## src/rtl/hazard_ctrl.sv

```systemverilog
// -----------------------------------------------------------------------------
// hazard_ctrl
//   Pipeline control for the 5-stage RISC-V core. Produces the enable and
//   synchronous-clear strobes for the IF/ID, ID/EX, EX/MEM and MEM/WB pipeline
//   registers and the PC enable. It resolves data-memory wait states,
//   multi-cycle mul/div occupancy of EX, taken-branch flushes and load-use
//   stalls. It also keeps a saturating count of cycles in which the PC was held.
//
// Parameters
//   MD_CYCLES  cycles a mul/div op occupies EX (2..255)
//   REG_W      register-index width
//   CNT_W      stall-cycle counter width
//
// Ports
//   clk                  clock, all state changes on the rising edge
//   r                    asynchronous active-high reset
//   id_rs1, id_rs2       source registers of the instruction in ID
//   id_rs1_used/_rs2_used  ID instruction actually reads rs1 / rs2
//   ex_rd                destination register of the instruction in EX
//   ex_mem_read          EX instruction is a load
//   ex_branch_taken      EX resolved a taken branch or jump
//   ex_md_start          one-cycle pulse: a mul/div op entered EX
//   mem_busy             data memory not ready, MEM must hold
//   pc_en                PC register enable
//   ifid_en/ifid_r ... memwb_en/memwb_r  pipeline register enable / clear
//   md_busy              a mul/div op is still occupying EX
//   stall_cycles         saturating count of cycles with pc_en low
// -----------------------------------------------------------------------------
module hazard_ctrl #(
  parameter int MD_CYCLES = 4,
  parameter int REG_W     = 5,
  parameter int CNT_W     = 32
) (
  input  logic             clk,
  input  logic             r,
  input  logic [REG_W-1:0] id_rs1,
  input  logic [REG_W-1:0] id_rs2,
  input  logic             id_rs1_used,
  input  logic             id_rs2_used,
  input  logic [REG_W-1:0] ex_rd,
  input  logic             ex_mem_read,
  input  logic             ex_branch_taken,
  input  logic             ex_md_start,
  input  logic             mem_busy,
  output logic             pc_en,
  output logic             ifid_en,
  output logic             ifid_r,
  output logic             idex_en,
  output logic             idex_r,
  output logic             exmem_en,
  output logic             exmem_r,
  output logic             memwb_en,
  output logic             memwb_r,
  output logic             md_busy,
  output logic [CNT_W-1:0] stall_cycles
);

  typedef enum logic {
    RUN     = 1'b0,
    MD_WAIT = 1'b1
  } state_t;

  // The start cycle itself is one freeze cycle, and the counter then runs
  // down to zero inclusive, so it is loaded with MD_CYCLES-2.
  localparam logic [7:0] MD_LOAD = 8'(MD_CYCLES - 2);
  localparam logic [CNT_W-1:0] CNT_ONE = {{(CNT_W-1){1'b0}}, 1'b1};

  state_t     state;
  state_t     state_nxt;
  logic [7:0] md_cnt;
  logic [7:0] md_cnt_nxt;
  logic       load_use;

  // A load in EX whose destination is read by the instruction in ID.
  // x0 is hard-wired to zero, so a load targeting it never creates a hazard.
  assign load_use = ex_mem_read && (ex_rd != '0) &&
                    ((id_rs1_used && (id_rs1 == ex_rd)) ||
                     (id_rs2_used && (id_rs2 == ex_rd)));

  // State register for the mul/div wait FSM and its down-counter.
  always_ff @(posedge clk or posedge r) begin
    if (r) begin
      state  <= RUN;
      md_cnt <= '0;
    end else begin
      state  <= state_nxt;
      md_cnt <= md_cnt_nxt;
    end
  end

  // Next-state logic. A memory wait state freezes the whole pipeline,
  // including the mul/div countdown, so nothing advances while mem_busy is
  // high. A start pulse seen while already waiting is ignored.
  always_comb begin
    state_nxt  = state;
    md_cnt_nxt = md_cnt;
    if (!mem_busy) begin
      case (state)
        RUN: begin
          if (ex_md_start) begin
            state_nxt  = MD_WAIT;
            md_cnt_nxt = MD_LOAD;
          end
        end
        MD_WAIT: begin
          if (md_cnt == 8'd0) begin
            state_nxt = RUN;
          end else begin
            md_cnt_nxt = md_cnt - 8'd1;
          end
        end
        default: begin
          state_nxt = RUN;
        end
      endcase
    end
  end

  // Output logic, in falling priority: reset, memory wait, mul/div occupancy,
  // taken branch, load-use. A clear wins over the enable inside the pipeline
  // register, so enables stay high wherever a clear is issued. The mul/div
  // case is checked before the branch so a start pulse always wins.
  always_comb begin
    pc_en    = 1'b1;
    ifid_en  = 1'b1;
    ifid_r   = 1'b0;
    idex_en  = 1'b1;
    idex_r   = 1'b0;
    exmem_en = 1'b1;
    exmem_r  = 1'b0;
    memwb_en = 1'b1;
    memwb_r  = 1'b0;
    md_busy  = (state == MD_WAIT);
    if (r) begin
      pc_en    = 1'b0;
      ifid_en  = 1'b0;
      ifid_r   = 1'b1;
      idex_en  = 1'b0;
      idex_r   = 1'b1;
      exmem_en = 1'b0;
      exmem_r  = 1'b1;
      memwb_en = 1'b0;
      memwb_r  = 1'b1;
      md_busy  = 1'b0;
    end else if (mem_busy) begin
      pc_en    = 1'b0;
      ifid_en  = 1'b0;
      idex_en  = 1'b0;
      exmem_en = 1'b0;
      memwb_en = 1'b0;
    end else if ((state == MD_WAIT) || ex_md_start) begin
      // Hold IF/ID/EX and push a bubble into MEM behind the mul/div op.
      pc_en   = 1'b0;
      ifid_en = 1'b0;
      idex_en = 1'b0;
      exmem_r = 1'b1;
    end else if (ex_branch_taken) begin
      // Squash the two wrong-path instructions; this also drops any
      // load-use hazard of the flushed ID instruction.
      ifid_r = 1'b1;
      idex_r = 1'b1;
    end else if (load_use) begin
      pc_en   = 1'b0;
      ifid_en = 1'b0;
      idex_r  = 1'b1;
    end
  end

  // Stall-cycle counter, saturating at all-ones rather than wrapping.
  always_ff @(posedge clk or posedge r) begin
    if (r) begin
      stall_cycles <= '0;
    end else if (!pc_en && (stall_cycles != '1)) begin
      stall_cycles <= stall_cycles + CNT_ONE;
    end
  end

endmodule

```

## config.mk

```make
export PLATFORM = sky130hd
export DESIGN_NAME = hazard_ctrl
export DESIGN_NICKNAME = d
export VERILOG_FILES = /design/src/rtl/hazard_ctrl.sv
export SDC_FILE = /design/constraint.sdc
export NUM_CORES = 1
export LEC_CHECK = 0
export CORE_MARGIN = 4
export CORE_UTILIZATION = 30
export DETAILED_ROUTE_END_ITERATION = 6
export GPL_ROUTABILITY_DRIVEN = 1
export PLACE_DENSITY = 0.51
export SETUP_SLACK_MARGIN = 0.05
export SLEW_MARGIN = 10
export SYNTH_ARGS = -nofsm -noshare
export SYNTH_HDL_FRONTEND = slang
export SYNTH_SLANG_ARGS = --single-unit
```

## constraint.sdc

```tcl
create_clock -name clk -period 4.8 [get_ports clk]
set_clock_uncertainty 0.1 [all_clocks]
set_input_delay 0.72 -clock clk [delete_from_list [all_inputs] [get_ports clk]]
set_output_delay 0.72 -clock clk [all_outputs]
set_load 0.01 [all_outputs]
```

Word level (Yosys, flattened, before mapping)
Index checks and enable logic that the tools add are counted.

Register bits: 41. Bits of input ports: 23.

Mux-type cells: 30. Equality and inequality tests: 5. Reductions and logical operators: 11. Add/subtract/negate cells: 2. Bitwise gates (word level): 2.

Operators by type and width (number): $add A32 B1 Y32 const B (1); $ne A32 B32 Y1 const B (1); $mux W1 (26); $mux W8 (2); $pmux W8 S2 (1); $eq A5 B5 Y1 (2); $logic_not A8 Y1 (1); $sub A8 B1 Y8 const B (1); $logic_and A1 B1 Y1 (5); $reduce_bool A5 Y1 (1); $ne A2 B2 Y1 const B (2); $reduce_and A3 Y1 (1); $logic_or A1 B1 Y1 (2); $not A1 Y1 (2); $pmux W1 S2 (1); $logic_not A1 Y1 (1).

Longest topological paths before layout
Depth in word-level cells: 11. Gate-level depth with buffers: 8.

Worst setup path before layout
Ideal clock, no wire load.

Path kind: input-to-output. From: in r. To: out idex_r. Slack: 1.839 ns. Arrival: 2.141 ns. Data required time: 3.980 ns. Cell stages on the path: 3. Buffers on the path: 0. Path through: inv_1 nand2_1 nand2b_1.

Word-level cells in the longest chain between the ends: 1.

Ends and longest elaborated chain: start: declaration (RTL line 35) `input logic r,`; $mux W1 (RTL line 134) `if (r) begin`; end: declaration (RTL line 49) `output logic idex_r,`.

No other way between the ends.

Worst setup path after layout
From: in ex_rd[2]. To: out pc_en.

Word-level cells in the longest chain between the ends: 9.

Ends and longest elaborated chain: start: declaration (RTL line 40) `input logic [REG_W-1:0] ex_rd,`; $eq A5 B5 Y1, on equally long branches (RTL line 77, 78); $logic_and A1 B1 Y1, on equally long branches (RTL line 77, 78); $logic_or A1 B1 Y1 (RTL line 77) `((id_rs1_used && (id_rs1 == ex_rd)) ||`; $logic_and A1 B1 Y1 (*) (RTL line 76) `assign load_use = ex_mem_read && (ex_rd != '0) &&`; $mux W1 (*) (RTL line 162) `end else if (load_use) begin`; $mux W1 (*) (RTL line 157) `end else if (ex_branch_taken) begin`; $mux W1 (*) (RTL line 151) `end else if ((state == MD_WAIT) || ex_md_start) begin`; $mux W1 (*) (RTL line 145) `end else if (mem_busy) begin`; $mux W1 (*) (RTL line 134); end: declaration (RTL line 45) `output logic pc_en,`.

Every way passes the cells marked *; elsewhere a longest branch is shown, timed or not.

==> results.cfg <==
[drt]
drt-total-wl_um = 5470
routedWlPerCell_um = 14.1
vias = 1795
antenna_left = 0
initialDrtViolationCount = 62
drc = 0
firstDrtPassIters = 4
viasPerCell = 4.64

[pwr]
peakVddDrop_uv = 218
p_leak_nw = 1.16
pwr_density_cell_nw_per_um2 = 396

[logic_synthesis]
syn_avg_cell_area_sq_um = 10.5
synth_edf_count = 0
synth.ff_latch_count = 41
yosys_warnings = 0
async_reset_ff_share_pct = 100
syn-num-nets = 248
synth_area_sq_um = 2340
synth_cell_types = 43
ys_seq_area_share_pct = 43.9
syn_inst = 223
synth_flop_cell = dfrtp_1

[clock_network]
postCtsSetupRepairBufs = 0
clkTransAtPathRegs_ns = 0.08
cts_root_buf = clkbuf_8
clock_sinks = 41
cts_tree = done
numCtsBuffers = 5
clock_latency_ns = 0.29
hold_buffers = 0
cts_resized = 0
ctsHtreeMaxLevel = 2
cts_max_path_buffers = 2

[floorplanning]
die_h_um = 96.3
die_w_um = 96.3
io_pins = 65
initial_core_util_pct = 31.6
dieArea_sq_um = 9270
rows = 31
core_sq_um = 7410

[run]
cap_violations = 0

[timing]
hold_ws_ns = 0.403
grt_setup_unrepaired = no
slew_headroom_pct = 49.7
setup_violations = 0
period_needed_ns = 3.81
timing.final.crit_share_pct = 79.4
final_hold_viol_count = 0
slew_violations = 0
worst_slack_ns = 0.990
setup_tns_ns = 0
tightest_slew_ns = 0.752
fmax_mhz = 262

[worst_setup_path]
critical_path.max_stage_delay_ns = 0.53
path_common_cell = clkdlybuf4s50_1
cp.arrival_ns = 2.99
crit_type = in2out
cp_max_fo = 7
cp-start-kind = primary input
end_kind = primary output
worstPathCellList = clkdlybuf4s50_1 > xnor2_1 > nand4_1 > o221ai_2 > a21boi_1 > inv_1 > clkdlybuf4s50_1
critPathSlowestCell = clkdlybuf4s50_1
cp.required_ns = 3.98

[place]
hpwl_um = 4040
port_buffers = 64
pre_cts_slack_ns = 0.945
gp_congestion = 0.754

[grt]
grt_pass1_wl_um = 8940
grt_remaining_overflow = 0
grt.total_usage_pct = 12.4
antenna_found_initial = 0
grt_pass1_vias = 1813
grt_max_degree = 43

[final_layout]
finalNetCount = 313
filler_cell_count = 723
final_layout_size_suffix_gt1_share_pct = 11.1
fin_util_pct = 42.6
diodes = 0
area_delta_synth_final_pct = 34.9

[hold_path]
hold_class = reg2reg

[run_status]
status = completed
[worst max-delay path, delay by kind of cell]
kind	cells	cell delay, ns
AO/OA/AOI/OAI	2	0.85
XOR/XNOR	1	0.14
buffers and inverters	3	1.12
AND/OR/NAND/NOR	1	0.16
[metrics by stage]
| step | area [sq um] | total power [W] | cells |
|---|---|---|---|
| final | 3150 | 0.00125 | 387 |
| after global routing | 3150 | 0.00133 | 387 |
| after CTS | 3150 | 0.00127 | 387 |
| after detailed placement | 3050 | 0.000989 | 380 |
| after global placement | 3050 | 0.000988 | 380 |
| after floorplan | 2340 | 0.000784 | 223 |
[layer usage]
| metal | routed length [um] | track usage [%] | part of all wire [%] |
|---|---|---|---|
| met4 | 33 | 2.80 | 0.60 |
| met2 | 2300 | 18.5 | 42 |
| met1 | 2740 | 17.7 | 50 |
| met5 | 0 | 0 | 0 |
| met3 | 403 | 3.60 | 7.4 |
[cell usage in the layout, fill, tap and decap left out, types with 2 or more instances in the layout]
master | Yosys | routed
xnor2_1 | 30 | 30
clkbuf_8 | 0 | 5
nor3b_1 | 2 | 2
ha_1 | 2 | 2
xor2_1 | 16 | 16
nor3_1 | 12 | 12
and2_1 | 2 | 2
nor2_1 | 15 | 15
nand4_2 | 2 | 2
clkdlybuf4s50_1 | 0 | 64
nand4_1 | 11 | 11
dfrtp_1 | 41 | 41
nor4_4 | 2 | 2
nor4_2 | 6 | 6
nand3_1 | 13 | 13
inv_1 | 14 | 14
nand2_1 | 16 | 16
or3_1 | 6 | 6
nor3_2 | 2 | 2
[logic make-up (layout without fill, tap and decap cells)]
family          after synthesis  after routing  synth area share [%]
flops                        41             41                  43.9
buf+inv                      21             86                  4.82
mux                           1              1                 0.482
fa+ha+maj                     2              2                  1.07
simple gates                100            100                  27.2
xor+xnor                     47             47                  17.9
compound gates               11             11                  4.66
[power by group]
| part | switching, W | internal, W |
|---|---|---|
| clock | 0.000119 | 0.000151 |
| combinational | 0.000189 | 0.000238 |
| sequential | 0.000115 | 0.000436 |
[final timing paths]
check / start / endpoint / slack [ns] / depth (start not counted)
setup / recovery: ex_rd[2] / pc_en / 0.99 / 7
hold / removal: stall_cycles[31] / stall_cycles[31] / 0.40 / 1
setup reg to reg: stall_cycles[0] / stall_cycles[23] / 2.14 / 7
hold reg to reg: stall_cycles[31] / stall_cycles[31] / 0.40 / 1
max in group asynchronous: r / md_cnt[3] / 3.25 / 3
min in group asynchronous: r / state / 0.97 / 3
[state kept, by name (all words and copies together), names as in the netlist]
register and count:
md_cnt 8, stall_cycles 32, state 1
[synth_stat cells (2+ instances only)]
master   instances  area (sq um)
nor3b_1          2          15.0
and2_1           2          12.5
inv_1           14          52.6
nand4_1         11          68.8
nand2_1         16          60.1
buf_4            5          37.5
xnor2_1         30           263
nor2_1          15          56.3
nor3_2           2          20.0
nor4_4           2          42.5
nor4_2           6          75.1
ha_1             2          25.0
or3_1            6          37.5
dfrtp_1         41          1030
nand3_1         13          65.1
nand4_2          2          25.0
nor3_1          12          60.1
xor2_1          16           140
buf_6            2          22.5
[layout make-up]
cell class / count / area [sq um] / share of cell area, %
Multi-Input combinational cell: 161 / 1200 / 38.0
Sequential cell: 41 / 1030 / 32.5
Timing Repair Buffer: 65 / 648 / 20.5
Tap cell: 99 / 124 / 3.93
Clock buffer: 5 / 68.8 / 2.18
Inverter: 14 / 52.6 / 1.67
Clock inverter: 2 / 35.0 / 1.11
(Power assumes the default switching activity.)
